## src/rtl/alu_instr_sequencer.sv

```systemverilog
// Control-step sequencer for 3-register ALU instructions: fetch T0-T2, execute T3-T6.
// Latency: one clock per step; T1 stretches until mem_ready or MEM_TIMEOUT cycles, whichever is first.
// Backpressure: mem_ready is the only stall source; run is level-sensitive and never aborts an instruction.
//
// Ports:
//   Clock, clear_n          - rising-edge clock, asynchronous active-low reset
//   run                     - start / keep executing instructions
//   mem_ready               - memory data valid (sampled on the edge that opens each T1 cycle)
//   ir_in                   - IR contents {opcode, ra, rb, rc, ...}; sampled from the T2->T3 edge onward
//   PCout..MDRout           - bus drivers; MARin..LOin register loads; IncPC, Read
//   Rin / Rout              - one-hot register load / drive
//   alu_op                  - opcode presented to the ALU, held from T4 until the next T4
//   busy, done              - FSM active; one-cycle pulse in the final execute step
//   illegal, mem_fault      - sticky trap flags, cleared only by reset
//   instr_count             - retired instructions, wraps
module alu_instr_sequencer #(
  parameter int DATA_WIDTH  = 32,
  parameter int REG_SEL_W   = 4,
  parameter int OPC_W       = 5,
  parameter int MEM_TIMEOUT = 15,
  parameter int COUNT_W     = 16,
  localparam int NUM_REGS   = 2 ** REG_SEL_W
) (
  input  logic                  Clock,
  input  logic                  clear_n,
  input  logic                  run,
  input  logic                  mem_ready,
  input  logic [DATA_WIDTH-1:0] ir_in,
  output logic                  PCout,
  output logic                  Zhighout,
  output logic                  Zlowout,
  output logic                  MDRout,
  output logic                  MARin,
  output logic                  Zin,
  output logic                  PCin,
  output logic                  MDRin,
  output logic                  IRin,
  output logic                  Yin,
  output logic                  HIin,
  output logic                  LOin,
  output logic                  IncPC,
  output logic                  Read,
  output logic [NUM_REGS-1:0]   Rin,
  output logic [NUM_REGS-1:0]   Rout,
  output logic [OPC_W-1:0]      alu_op,
  output logic                  busy,
  output logic                  done,
  output logic                  illegal,
  output logic                  mem_fault,
  output logic [COUNT_W-1:0]    instr_count
);

  localparam int WAIT_W = $clog2(MEM_TIMEOUT + 1);

  typedef enum logic [2:0] {S_IDLE, S_T0, S_T1, S_T2, S_T3, S_T4, S_T5, S_T6} state_t;
  typedef enum logic [1:0] {C_BIN, C_MULDIV, C_UNARY, C_ILLEGAL} op_class_t;

  state_t            state;
  op_class_t         cls;
  logic [WAIT_W-1:0] wait_cnt;

  logic [OPC_W-1:0]     opcode;
  logic [REG_SEL_W-1:0] ra, rb, rc;
  logic                 ir_unused;
  logic                 retire;
  logic                 start;

  assign opcode    = ir_in[DATA_WIDTH-1 -: OPC_W];
  assign ra        = ir_in[DATA_WIDTH-OPC_W-1 -: REG_SEL_W];
  assign rb        = ir_in[DATA_WIDTH-OPC_W-REG_SEL_W-1 -: REG_SEL_W];
  assign rc        = ir_in[DATA_WIDTH-OPC_W-2*REG_SEL_W-1 -: REG_SEL_W];
  assign ir_unused = ^ir_in;

  function automatic op_class_t classify(input logic [OPC_W-1:0] op);
    case (op)
      OPC_W'(5'b00011), OPC_W'(5'b00100), OPC_W'(5'b00101), OPC_W'(5'b00110),
      OPC_W'(5'b00111), OPC_W'(5'b01000), OPC_W'(5'b01001), OPC_W'(5'b01010): return C_BIN;
      OPC_W'(5'b01111), OPC_W'(5'b10000):                                     return C_MULDIV;
      OPC_W'(5'b10001), OPC_W'(5'b10010):                                     return C_UNARY;
      default:                                                                return C_ILLEGAL;
    endcase
  endfunction

  function automatic logic [NUM_REGS-1:0] onehot(input logic [REG_SEL_W-1:0] sel);
    return NUM_REGS'(1) << sel;
  endfunction

  // retire: the step carrying done; start: the edge that enters T0 (from IDLE or straight
  // out of a retiring step, so back-to-back instructions see no IDLE cycle).
  always_comb begin
    retire = (state == S_T5 && cls != C_MULDIV) || (state == S_T6);
    start  = run && (state == S_IDLE || retire);
  end

  // Outputs are registered alongside the state they belong to, so every decision for a
  // step is taken on the edge that enters it (mem_ready for T1, the opcode class for T3).
  always_ff @(posedge Clock or negedge clear_n) begin
    if (!clear_n) begin
      state       <= S_IDLE;
      cls         <= C_BIN;
      wait_cnt    <= '0;
      PCout       <= 1'b0;
      Zhighout    <= 1'b0;
      Zlowout     <= 1'b0;
      MDRout      <= 1'b0;
      MARin       <= 1'b0;
      Zin         <= 1'b0;
      PCin        <= 1'b0;
      MDRin       <= 1'b0;
      IRin        <= 1'b0;
      Yin         <= 1'b0;
      HIin        <= 1'b0;
      LOin        <= 1'b0;
      IncPC       <= 1'b0;
      Read        <= 1'b0;
      Rin         <= '0;
      Rout        <= '0;
      alu_op      <= '0;
      busy        <= 1'b0;
      done        <= 1'b0;
      illegal     <= 1'b0;
      mem_fault   <= 1'b0;
      instr_count <= '0;
    end else begin
      PCout    <= 1'b0;
      Zhighout <= 1'b0;
      Zlowout  <= 1'b0;
      MDRout   <= 1'b0;
      MARin    <= 1'b0;
      Zin      <= 1'b0;
      PCin     <= 1'b0;
      MDRin    <= 1'b0;
      IRin     <= 1'b0;
      Yin      <= 1'b0;
      HIin     <= 1'b0;
      LOin     <= 1'b0;
      IncPC    <= 1'b0;
      Read     <= 1'b0;
      Rin      <= '0;
      Rout     <= '0;
      done     <= 1'b0;

      case (state)
        S_IDLE: ;
        S_T0: begin
          state    <= S_T1;
          Read     <= 1'b1;
          MDRin    <= mem_ready;
          wait_cnt <= WAIT_W'(1);
        end
        S_T1: begin
          // MDRin high means this T1 cycle already captured data, which also covers
          // data arriving on the very cycle the timeout is reached.
          if (MDRin) begin
            state  <= S_T2;
            MDRout <= 1'b1;
            IRin   <= 1'b1;
          end else if (wait_cnt == WAIT_W'(MEM_TIMEOUT)) begin
            state     <= S_IDLE;
            busy      <= 1'b0;
            mem_fault <= 1'b1;
          end else begin
            Read     <= 1'b1;
            MDRin    <= mem_ready;
            wait_cnt <= wait_cnt + WAIT_W'(1);
          end
        end
        S_T2: begin
          state <= S_T3;
          cls   <= classify(opcode);
          if (classify(opcode) inside {C_BIN, C_MULDIV}) begin
            Rout <= onehot(rb);
            Yin  <= 1'b1;
          end
        end
        S_T3: begin
          if (cls == C_ILLEGAL) begin
            state   <= S_IDLE;
            busy    <= 1'b0;
            illegal <= 1'b1;
          end else begin
            state  <= S_T4;
            Zin    <= 1'b1;
            alu_op <= opcode;
            Rout   <= onehot((cls == C_UNARY) ? rb : rc);
          end
        end
        S_T4: begin
          state   <= S_T5;
          Zlowout <= 1'b1;
          if (cls == C_MULDIV) begin
            LOin <= 1'b1;
          end else begin
            Rin  <= onehot(ra);
            done <= 1'b1;
          end
        end
        S_T5: begin
          if (cls == C_MULDIV) begin
            state    <= S_T6;
            Zhighout <= 1'b1;
            HIin     <= 1'b1;
            done     <= 1'b1;
          end else begin
            state <= S_IDLE;
            busy  <= 1'b0;
          end
        end
        default: begin
          state <= S_IDLE;
          busy  <= 1'b0;
        end
      endcase

      if (retire) begin
        instr_count <= instr_count + COUNT_W'(1);
      end

      if (start) begin
        state <= S_T0;
        busy  <= 1'b1;
        PCout <= 1'b1;
        MARin <= 1'b1;
        IncPC <= 1'b1;
        Zin   <= 1'b1;
      end
    end
  end

endmodule

```

## config.mk

```make
export PLATFORM = sky130hd
export DESIGN_NAME = alu_instr_sequencer
export DESIGN_NICKNAME = d
export VERILOG_FILES = /design/src/rtl/alu_instr_sequencer.sv
export SDC_FILE = /design/constraint.sdc
export NUM_CORES = 1
export LEC_CHECK = 0
export CAP_MARGIN = 0
export CELL_PAD_IN_SITES_DETAIL_PLACEMENT = 1
export CELL_PAD_IN_SITES_GLOBAL_PLACEMENT = 1
export CORE_MARGIN = 5
export CORE_UTILIZATION = 25
export CTS_BUF_LIST = sky130_fd_sc_hd__clkbuf_8
export CTS_CLUSTER_DIAMETER = 120
export CTS_CLUSTER_SIZE = 12
export DETAILED_ROUTE_END_ITERATION = 10
export GPL_ROUTABILITY_DRIVEN = 0
export HOLD_SLACK_MARGIN = 0.08
export PLACE_DENSITY_LB_ADDON = 0.1
export RECOVER_POWER = 50
export SLEW_MARGIN = 15
export SYNTH_ARGS = -nofsm -noshare
export SYNTH_HDL_FRONTEND = slang
export SYNTH_SLANG_ARGS = --single-unit
export TNS_END_PERCENT = 10
```

## constraint.sdc

```tcl
create_clock -name Clock -period 2.4 [get_ports Clock]
set_clock_uncertainty 0.2 [all_clocks]
set_input_delay 0.48 -clock Clock [delete_from_list [all_inputs] [get_ports Clock]]
set_output_delay 0.48 -clock Clock [all_outputs]
set_load 0.05 [all_outputs]
```

======== After elaboration in Yosys (flattened, before gate mapping) ========
Memories as Yosys holds them, arrays and structs flattened. A register that Yosys moved wholly into a read port is not among the register bits.
Cells that the tools add are included.
operators by class
  $add $sub $neg .......................... 2
  equal/unequal tests ..................... 22
  shift-type cells ........................ 3
  muxes and demuxes ....................... 42
  bitwise operators ....................... 2
  reduce and logical (&&, ||, !) cells .... 16
operator list
  cell                                                   number
  2-to-1 mux 16 bit                                      4
  left shift 1 x 4 -> 16 bit, first input constant       3
  case mux 16 bit (2 select lines)                       1
  2-to-1 mux 1 bit                                       22
  case mux 3 bit (7 select lines)                        1
  adder 16 x 1 -> 16 bit, second input constant          1
  2-to-1 mux 3 bit                                       5
  equality test 3 bit, second input constant             4
  2-to-1 mux 4 bit                                       3
  inequality test 3 bit, second input constant           4
  case mux 4 bit (2 select lines)                        1
  equality test 3 x 2 -> 1 bit, second input constant    2
  inequality test 2 bit, second input constant           3
  case mux 1 bit (2 select lines)                        3
  AND reduction 2 bit                                    3
  AND reduction 3 bit                                    2
  AND reduction 5 bit                                    1
  adder 4 x 1 -> 4 bit, second input constant            1
  equality test 2 x 1 -> 1 bit, second input constant    2
  equality test 2 bit, second input constant             2
  equality test 4 bit, second input constant             1
  inequality test 2 x 1 -> 1 bit, second input constant  2
  inequality test 4 bit, second input constant           1
  case mux 1 bit (4 select lines)                        1
  10 further kinds                                       14
storage, ports and cells
  flip-flop bits (word level) ............. 73
  ROM bits ................................ 128
  input bits .............................. 36
  output and inout bits ................... 71
  logic and storage cells ................. 108
  memories ................................ 2
memory list
  name              depth  width  rd ports  clocked after Yosys merged registers in  wr ports  RTL line  RTL
  (name not given)  32     2      1         1                                        0         75        case (op)
  (name not given)  32     2      1         0                                        0         75

======== Longest topological paths before layout ========
Gate-level depths: netlist of the first run.
  word-level depth ........................ 7
  gate-level depth with buffers ........... 6
  depth with buffers taken out ............ 6

======== Least setup slack after synthesis of the first run ========
Ideal clock, no wire load.
  path kind ............................... flip-flop to flip-flop
  from .................................... reg instr_count[3]
  to ...................................... reg instr_count[15]
  setup time .............................. 140 ps
  arrival time ............................ 1657 ps
  required time ........................... 2060 ps
  slack ................................... 403 ps
  stages on the path, launching flop included .. 5
  path buffers ............................ 0
  clock period less this slack ............ 1997 ps
  cells stage by stage .................... dfrtp_1 > nand4_1 > nor4b_4 > nand4_1 > xnor2_1
on the way
  longest elaborated chain between the ends .. 1
ends and longest elaborated chain
  what                    RTL line  RTL
  from (decl)             50        output logic [COUNT_W-1:0] instr_count
  from (signal assigned)  216       instr_count <= instr_count + COUNT_W'(1);
  adder 16 x 1 -> 16 bit  216
Every way passes these cells.
A chain may end at the register's enable or synchronous reset.

======== Worst setup path in the final report of the first run ========
  from .................................... reg instr_count[3]
  to ...................................... out instr_count[3]
No word-level cell between the ends.

==> flow_metrics.py, run 1 <==
metrics = {
    "status": {
        "outcome": "completed",
    },
    "job": {
        "maxCapViolCount": 0,
    },
    "layout": {
        "diodes": 0,
        "num-nets-final": 444,
        "layout-drive-gt1-share_pct": 12.5,
        "syn_to_final_growth_pct": 36.5,
        "nFillCells": 1521,
        "stdcell_count": 584,
        "fin_util_pct": 35.2,
    },
    "min_path": {
        "hp-class": "reg -> reg",
    },
    "critical_path": {
        "worstPathRequired_ns": 1.72,
        "slowest_delay_ns": 0.84,
        "path_max_fanout": 6,
        "crit_path_end": "instr_count[3]",
        "endpoint_kind": "primary output",
        "crit_cells": 1,
        "ff2ff_path_depth": 4,
        "crit_type": "reg -> out",
        "arrival_ns": 1.64,
        "r2r-start": "state[0]",
        "critPathBufInv": 1,
        "regToRegEndpoint": "instr_count[10]",
        "cp-start-kind": "flip-flop",
        "rrSetupSlack_ns": 0.23,
        "slowest_stage": "clkdlybuf4s50_1",
        "crit_family": "buffers and inverters",
        "startpoint": "instr_count[3]",
        "path_cells": "clkdlybuf4s50_1",
    },
    "timing": {
        "max_slew_margin_pct": 50.5,
        "hold_violations": 0,
        "finalSetupViolCount": 0,
        "fin_tns_setup_ns": 0,
        "period_needed_ns": 2.32,
        "timing.final.crit_share_pct": 96.5,
        "rsz0062_at_grt": "false",
        "max_freq_mhz": 432,
        "slew_violations": 0,
        "tightest_slew_ns": 0.736,
    },
    "placed_design": {
        "dp.cells": 567,
        "place_hpwl_mm": 6.99,
        "io_buffers": 90,
    },
    "yosys": {
        "synth_flop_cell": "dfrtp_1",
        "async_flop_share_pct": 100,
        "ys_warn_count": 0,
        "ys_types": 55,
        "seq_area_frac_synth_pct": 54.5,
        "yosys.area.top_type": "dfrtp_1",
        "synth-edff-count": 0,
        "synth-seq-cells": 75,
        "syn_area_mm2": 0.00344,
        "synth.net_count": 346,
        "yosys.area.top_type_share_pct": 54.5,
        "avgSynthCellArea_um2": 11.3,
        "synthTopCellsByArea": "dfrtp_1, mux2_2, o22ai_1",
        "syn_inst": 305,
    },
    "cts": {
        "post_cts_buffers": 0,
        "clockRootBuffer": "clkbuf_8",
        "cts_resized": 0,
        "clockBufferDepth": 2,
        "cts_htree_levels": 3,
        "cts.hold.buffers_added": 1,
        "numCtsBuffers": 9,
        "cts_num_sinks": 75,
        "cts.clk_slew.worst_paths_ns": 0.08,
        "clk_latency_ns": 0.35,
        "cts_tree": "done",
    },
    "detailed_routing": {
        "vias_per_cell": 4.50,
        "antenna_left": 0,
        "drc": 0,
        "wl_per_cell_um": 15.7,
        "vias": 2629,
        "drt-initial-drc-count": 129,
        "drt_wl_total_mm": 9.18,
        "firstDrtPassIters": 4,
    },
    "power_and_ir_drop": {
        "peakVddDrop_v": 0.000485,
        "power_leakage_nw": 2.00,
        "p_per_area_mw_per_mm2": 975,
    },
    "floorplanning": {
        "die_width_um": 127,
        "core_area_mm2": 0.0133,
        "die_h_um": 127,
        "start_util_pct": 25.8,
        "die_area_mm2": 0.0162,
        "rows": 42,
        "ios": 107,
    },
    "grt": {
        "antenna_found_initial": 0,
        "grt_pass1_wl_mm": 15.0,
        "grt_max_degree": 32,
        "grt_use_total_pct": 11.7,
        "overflow": 0,
        "grt_pass1_vias": 2816,
    },
}
## state kept, by name, indices dropped and copies added (netlist names), 2 cells and up
register and count:
instr_count 16, alu_op 5, wait_cnt 4, cls 2, state 3, Rout 16, Rin 16
## layout by cell type, fill, tap and decap left out, types with 10 or more instances in the layout
| master | synthesis | final |
|---|---|---|
| mux2_2 | 10 | 10 |
| o22ai_1 | 16 | 16 |
| dfrtp_1 | 75 | 75 |
| xnor2_1 | 11 | 11 |
| nand3_1 | 16 | 16 |
| clkbuf_8 | 0 | 11 |
| nor2_1 | 24 | 25 |
| inv_1 | 11 | 12 |
| nor2b_1 | 9 | 10 |
| clkdlybuf4s50_1 | 0 | 88 |
| nand2_1 | 19 | 19 |
## layer usage
metal / track usage, % / vias to the layer above / wire [um]
li1: - / 1261 / -
met1: 15.2 / 1293 / 4340
met2: 18.1 / 67 / 4190
met3: 3.38 / 8 / 525
met4: 4.73 / 0 / 128
met5: 0 / - / 0
## worst min path at each step
| stage | from | endpoint | slack [ns] | cells past startpoint |
|---|---|---|---|---|
| 5_1_grt | mem_fault | mem_fault | 0.30 | 1 |
| 3_3_place_gp | clear_n | instr_count[5] | 0.25 | 1 |
| 3_5_place_dp | clear_n | instr_count[6] | 0.24 | 1 |
| 4_1_cts | mem_fault | mem_fault | 0.29 | 1 |
| 2_1_floorplan | clear_n | HIin | -0.02 | 0 |
| 6_report | mem_fault | mem_fault | 0.28 | 1 |
## logic make-up after synthesis
family / count (synthesis) / synth area share, %
flops: 75 / 54.5
other cells: 1 / 0.109
mux: 14 / 4.47
xor+xnor: 17 / 4.33
buf+inv: 26 / 4.33
simple gates: 119 / 20.6
fa+ha+maj: 5 / 1.82
compound gates: 48 / 9.82
## power by group
| part | switching, mW | internal, mW | leakage (nW) | total [mW] |
|---|---|---|---|---|
| Clock | 0.487 | 0.532 | 0.110 | 1.02 |
| Sequential | 0.226 | 1.47 | 1.01 | 1.70 |
| Combinational | 1.18 | 0.686 | 0.881 | 1.87 |
| Total | 1.89 | 2.69 | 2.00 | 4.58 |
## final cells by class
cell class	instances	area, um2	share of cell area (%)
sequential	75	1880	40.0
multi-input combinational	204	1370	29.2
timing repair buffer	102	983	20.9
tap	176	220	4.69
clock buffer	11	151	3.22
clock inverter	5	52.6	1.12
inverter	11	41.3	0.879
## through the flow
step | area, um2 | hold slack [ns] | setup slack (ns) | power (mW)
2_1_floorplan | 3440 | -0.0156 | 0.403 | 3.08
3_3_place_gp | 4550 | 0.247 | 0.0764 | 3.64
3_5_place_dp | 4550 | 0.242 | 0.0444 | 3.67
4_1_cts | 4760 | 0.285 | 0.0328 | 4.72
5_1_grt | 4700 | 0.301 | 0.00888 | 4.86
6_report | 4700 | 0.277 | 0.0835 | 4.58
## Yosys cell counts (2+ instances only)
master / n
a31oi_1: 3
nand2_1: 19
dfrtp_1: 75
buf_2: 5
a21oi_1: 4
nand3b_1: 3
o211ai_1: 3
o21ai_2: 2
ha_1: 5
nor2b_1: 9
or3_1: 2
xnor2_1: 11
o21ai_0: 8
mux2i_1: 3
xor2_1: 6
nor2_1: 24
and3_1: 5
nor3_1: 7
buf_6: 2
mux2_2: 10
and4_1: 2
o22ai_1: 16
nand4_1: 7
a22o_1: 2
buf_4: 8
nand2b_1: 7
inv_1: 11
nand3_1: 16
nand2_2: 2
nor3b_1: 3
(Power assumes the default switching activity.)
==> inputs of run 2 (changes only) <==
--- a/config.mk
+++ b/config.mk
@@ -10,14 +10,13 @@
 export CELL_PAD_IN_SITES_GLOBAL_PLACEMENT = 1
 export CORE_MARGIN = 5
 export CORE_UTILIZATION = 25
-export CTS_BUF_LIST = sky130_fd_sc_hd__clkbuf_8
 export CTS_CLUSTER_DIAMETER = 120
 export CTS_CLUSTER_SIZE = 12
 export DETAILED_ROUTE_END_ITERATION = 10
 export GPL_ROUTABILITY_DRIVEN = 0
 export HOLD_SLACK_MARGIN = 0.08
 export PLACE_DENSITY_LB_ADDON = 0.1
-export RECOVER_POWER = 50
+export RECOVER_POWER = 25
 export SLEW_MARGIN = 15
 export SYNTH_ARGS = -nofsm -noshare
 export SYNTH_HDL_FRONTEND = slang
==> flow_metrics.py, run 2 (same netlist as run 1, synthesis figures left out) <==
metrics = {
    "detailed_routing": {
        "drt_wl_total_mm": 9.23,
        "firstDrtPassIters": 4,
        "antenna_left": 0,
        "met2WireLength_mm": 4.25,
        "wl_met1_mm": 4.26,
        "wl_met3_um": 565,
        "vias": 2638,
        "drc": 0,
        "wl_per_cell_um": 15.8,
        "vias_per_cell": 4.52,
        "highest_layer": "met4",
        "drt-initial-drc-count": 115,
    },
    "cts": {
        "clk_latency_ns": 0.33,
        "post_cts_buffers": 0,
        "clockBufferDepth": 2,
        "cts_num_sinks": 75,
        "cts.clk_slew.worst_paths_ns": 0.06,
        "cts_tree": "done",
        "cts_htree_levels": 3,
        "clockRootBuffer": "clkbuf_16",
        "numCtsBuffers": 9,
    },
    "power_and_ir_drop": {
        "p_per_area_mw_per_mm2": 1030,
        "power.switching_mw": 1.96,
        "seq_power_share_pct": 34.1,
        "p_int_mw": 3.04,
        "peakVddDrop_v": 0.000488,
        "power_leakage_nw": 2.05,
        "comb_power_share_pct": 38.2,
        "swShare_pct": 39.2,
        "clock_power_share_pct": 27.7,
    },
    "critical_path": {
        "slowest_stage": "clkdlybuf4s50_1",
        "slowest_delay_ns": 0.84,
        "path_max_fanout": 6,
        "arrival_ns": 1.62,
        "crit_family": "buffers and inverters",
        "cp-start-kind": "flip-flop",
        "path_cells": "clkdlybuf4s50_1",
        "worstPathRequired_ns": 1.72,
        "critPathBufInv": 1,
        "crit_type": "reg -> out",
        "endpoint_kind": "primary output",
    },
    "floorplanning": {
        "die_area_mm2": 0.0162,
        "die_h_um": 127,
        "start_util_pct": 25.8,
        "rows": 42,
        "die_width_um": 127,
        "core_area_mm2": 0.0133,
        "ios": 107,
    },
    "job": {
        "maxCapViolCount": 0,
    },
    "placed_design": {
        "io_buffers": 90,
        "place_hpwl_mm": 6.99,
        "placed_area_mm2": 0.00455,
    },
    "timing": {
        "max_freq_mhz": 435,
        "slew_violations": 0,
        "timing.final.crit_share_pct": 95.8,
        "fin_tns_setup_ns": 0,
        "tightest_slew_ns": 0.737,
        "rsz0062_at_grt": "false",
        "finalSetupViolCount": 0,
        "period_needed_ns": 2.30,
        "max_slew_margin_pct": 50.9,
        "hold_violations": 0,
        "hold_ws_ns": 0.272,
    },
    "min_path": {
        "hp-class": "reg -> reg",
    },
    "layout": {
        "top_regs": "Rin (16), Rout (16), instr_count (16)",
        "nFillCells": 1507,
        "final_area_mm2": 0.00485,
        "num-nets-final": 444,
        "final_cell_mix": "clkdlybuf4s50_1, dfrtp_1, nor2_1",
        "syn_to_final_growth_pct": 40.9,
        "layout-drive-gt1-share_pct": 13.7,
        "layout_commonest_cell": "clkdlybuf4s50_1",
        "diodes": 0,
    },
    "grt": {
        "grt_pass1_vias": 2838,
        "grt_max_degree": 32,
        "grt_use_total_pct": 11.8,
        "antenna_found_initial": 0,
        "overflow": 0,
        "grt_pass1_wl_mm": 15.1,
    },
    "status": {
        "outcome": "completed",
    },
}
## run 2: power by group through the flow
stage	combinational, mW	clock, mW	sequential (mW)
6_report	1.91	1.39	1.71
5_1_grt	2.05	1.50	1.74
4_1_cts	1.95	1.44	1.71
3_5_place_dp	1.94	0	1.73
3_3_place_gp	1.91	0	1.72
2_1_floorplan	0.954	0	2.13
## run 2: path summary, 6_finish.rpt
kind                           startpoint              to  slack [ns]  depth (start not counted)
max in group asynchronous         clear_n          Rin[9]        0.48                          3
max                        instr_count[3]  instr_count[3]         0.1                          1
min                             mem_fault       mem_fault        0.27                          1
min in group asynchronous         clear_n  instr_count[6]        0.55                          2
min reg2reg                     mem_fault       mem_fault        0.27                          1
max reg2reg                        cls[1]         Rout[4]        0.41                          4
## run 2: layer usage
| layer | track usage (%) | vias to the layer above |
|---|---|---|
| li1 | - | 1267 |
| met1 | 15.4 | 1288 |
| met2 | 18.4 | 71 |
| met3 | 3.26 | 12 |
| met4 | 5.11 | 0 |
| met5 | 0 | - |
## run 2: area by class of cell
class | instances | area, um2 | area share, %
sequential | 75 | 1880 | 38.7
multi-input combinational | 204 | 1420 | 29.2
timing repair buffer | 102 | 988 | 20.4
clock buffer | 12 | 256 | 5.29
tap | 176 | 220 | 4.54
clock inverter | 4 | 48.8 | 1.01
inverter | 11 | 41.3 | 0.852
## run 2: metrics by stage
stage | cells | power, mW | utilization (%) | setup slack [ns]
detailed placement | 567 | 3.67 | 34.1 | 0.0444
global placement | 567 | 3.64 | 34.1 | 0.0764
finish | 584 | 5.00 | 36.3 | 0.0998
CTS | 584 | 5.10 | 36.4 | 0.0661
global route | 584 | 5.29 | 36.3 | 0.0292
floorplan | 305 | 3.08 | - | 0.403
## run 2: worst reg2reg max path: cells and delay by family, from the launching register on
kind             cells  cell delay [ns]
AO/OA/AOI/OAI        2             0.47
flip-flops           1             0.62
AND/OR/NAND/NOR      2             0.57
## run 2: what timing repair did
action | 4_1_cts | 5_1_grt
gates resized for setup | 0 | 0
endpoints found under the hold margin | 27 | 0
hold buffers | 1 | 0
==> inputs of run 3 (changes only) <==
--- a/config.mk
+++ b/config.mk
@@ -5,7 +5,6 @@
 export SDC_FILE = /design/constraint.sdc
 export NUM_CORES = 1
 export LEC_CHECK = 0
-export CAP_MARGIN = 0
 export CELL_PAD_IN_SITES_DETAIL_PLACEMENT = 1
 export CELL_PAD_IN_SITES_GLOBAL_PLACEMENT = 1
 export CORE_MARGIN = 5
@@ -14,6 +13,7 @@
 export CTS_CLUSTER_SIZE = 12
 export DETAILED_ROUTE_END_ITERATION = 10
 export GPL_ROUTABILITY_DRIVEN = 0
+export GPL_TIMING_DRIVEN = 0
 export HOLD_SLACK_MARGIN = 0.08
 export PLACE_DENSITY_LB_ADDON = 0.1
 export RECOVER_POWER = 25
==> flow_metrics.py, run 3 (same netlist as run 1, synthesis figures left out) <==
metrics = {
    "status": {
        "outcome": "completed",
    },
    "cts": {
        "numCtsBuffers": 9,
        "post_cts_buffers": 0,
        "cts_num_sinks": 75,
        "cts_htree_levels": 3,
        "clockRootBuffer": "clkbuf_16",
        "cts.clk_slew.worst_paths_ns": 0.06,
        "clockBufferDepth": 2,
        "cts_tree": "done",
        "clk_latency_ns": 0.34,
    },
    "timing": {
        "period_needed_ns": 2.30,
        "hold_violations": 0,
        "rsz0062_at_grt": "false",
        "hold_ws_ns": 0.268,
        "finalSetupViolCount": 0,
        "max_slew_margin_pct": 51.9,
        "slew_violations": 0,
        "max_freq_mhz": 435,
        "tightest_slew_ns": 0.721,
        "timing.final.crit_share_pct": 95.7,
    },
    "power_and_ir_drop": {
        "p_per_area_mw_per_mm2": 1030,
        "power_leakage_nw": 2.06,
        "total_power_mw": 5.03,
        "peakVddDrop_v": 0.000613,
    },
    "floorplanning": {
        "start_util_pct": 25.8,
        "die_h_um": 127,
        "rows": 42,
        "die_width_um": 127,
        "ios": 107,
        "core_area_mm2": 0.0133,
        "die_area_mm2": 0.0162,
    },
    "grt": {
        "grt_max_degree": 51,
        "grt_use_total_pct": 12.1,
        "antenna_found_initial": 0,
        "grt_pass1_wl_mm": 15.4,
        "grt_pass1_vias": 2811,
        "overflow": 0,
    },
    "layout": {
        "num-nets-final": 447,
        "layout-drive-gt1-share_pct": 14.4,
        "final_cell_mix": "clkdlybuf4s50_1, dfrtp_1, nor2_1",
        "layout_commonest_cell": "clkdlybuf4s50_1",
        "stdcell_count": 587,
        "top_regs": "Rin (16), Rout (16), instr_count (16)",
        "syn_to_final_growth_pct": 41.3,
        "diodes": 0,
    },
    "detailed_routing": {
        "vias_per_cell": 4.51,
        "antenna_left": 0,
        "firstDrtPassIters": 4,
        "drc": 0,
        "drt-initial-drc-count": 109,
        "drt_wl_total_mm": 9.26,
        "wl_per_cell_um": 15.8,
        "vias": 2647,
    },
    "critical_path": {
        "crit_family": "buffers and inverters",
        "critPathBufInv": 1,
        "slowest_stage": "clkdlybuf4s50_1",
        "path_cells": "clkdlybuf4s50_1",
        "endpoint_kind": "primary output",
        "arrival_ns": 1.62,
        "path_max_fanout": 6,
        "slowest_delay_ns": 0.84,
        "worstPathRequired_ns": 1.72,
        "crit_type": "reg -> out",
        "cp-start-kind": "flip-flop",
    },
    "job": {
        "maxCapViolCount": 0,
    },
    "placed_design": {
        "dp.cells": 570,
        "io_buffers": 88,
        "place_hpwl_mm": 6.86,
    },
    "min_path": {
        "hp-class": "reg -> reg",
    },
}
## run 3: changes by cell type in the layout (fill, tap and decap cells not counted), sizes merged
cell,delta
buf,+4
clkdlybuf4s50,-2
clkinvlp,+1
## run 3: repair_timing
action | 4_1_cts | 5_1_grt
gates resized for setup | 0 | 0
endpoints found under the hold margin | 25 | 0
hold buffers | 1 | 0
## run 3: where the power goes
group,internal [mW],switching [mW]
Clock,0.828,0.532
Combinational,0.756,1.29
Sequential,1.47,0.157
Total,3.06,1.98
## run 3: per-layer routing
layer / vias to the layer above / GRT usage, % / part of all wire, %
met5: - / 0 / 0
met4: 0 / 5.49 / 1.9
met3: 14 / 3.42 / 5.6
met2: 64 / 18.8 / 45
met1: 1299 / 15.6 / 47
li1: 1270 / - / -
## run 3: worst paths after layout
| kind | from | endpoint | slack [ns] | cells after the start |
|---|---|---|---|---|
| setup / recovery | instr_count[7] | instr_count[7] | 0.10 | 1 |
| hold / removal | instr_count[15] | instr_count[15] | 0.27 | 1 |
| setup reg to reg | state[1] | Rout[15] | 0.30 | 6 |
| hold reg to reg | instr_count[15] | instr_count[15] | 0.27 | 1 |
| max in group asynchronous | clear_n | Rout[9] | 0.77 | 3 |
| min in group asynchronous | clear_n | state[1] | 0.54 | 2 |
## run 3: through the flow
stage / setup WS, ns / cell area (um2) / setup TNS, ns / utilization [%]
after floorplan: 0.403 / 3440 / 0 / -
after global placement: -2.17 / 4540 / -162.68 / 34.0
after detailed placement: -0.0866 / 4570 / -0.719 / 34.2
after CTS: 0.0689 / 4870 / 0 / 36.5
after global routing: 0.0263 / 4860 / 0 / 36.4
final: 0.103 / 4860 / 0 / 36.4
## run 3: cell type report
class | instances | area (um2)
inverters | 11 | 41.3
clock buffers | 11 | 243
plain buffers | 15 | 100
flip-flops and latches | 75 | 1880
well taps | 176 | 220
repair buffers | 90 | 913
fillers | 1510 | 8480
multi-input cells | 204 | 1420
clock inverters | 5 | 52.6
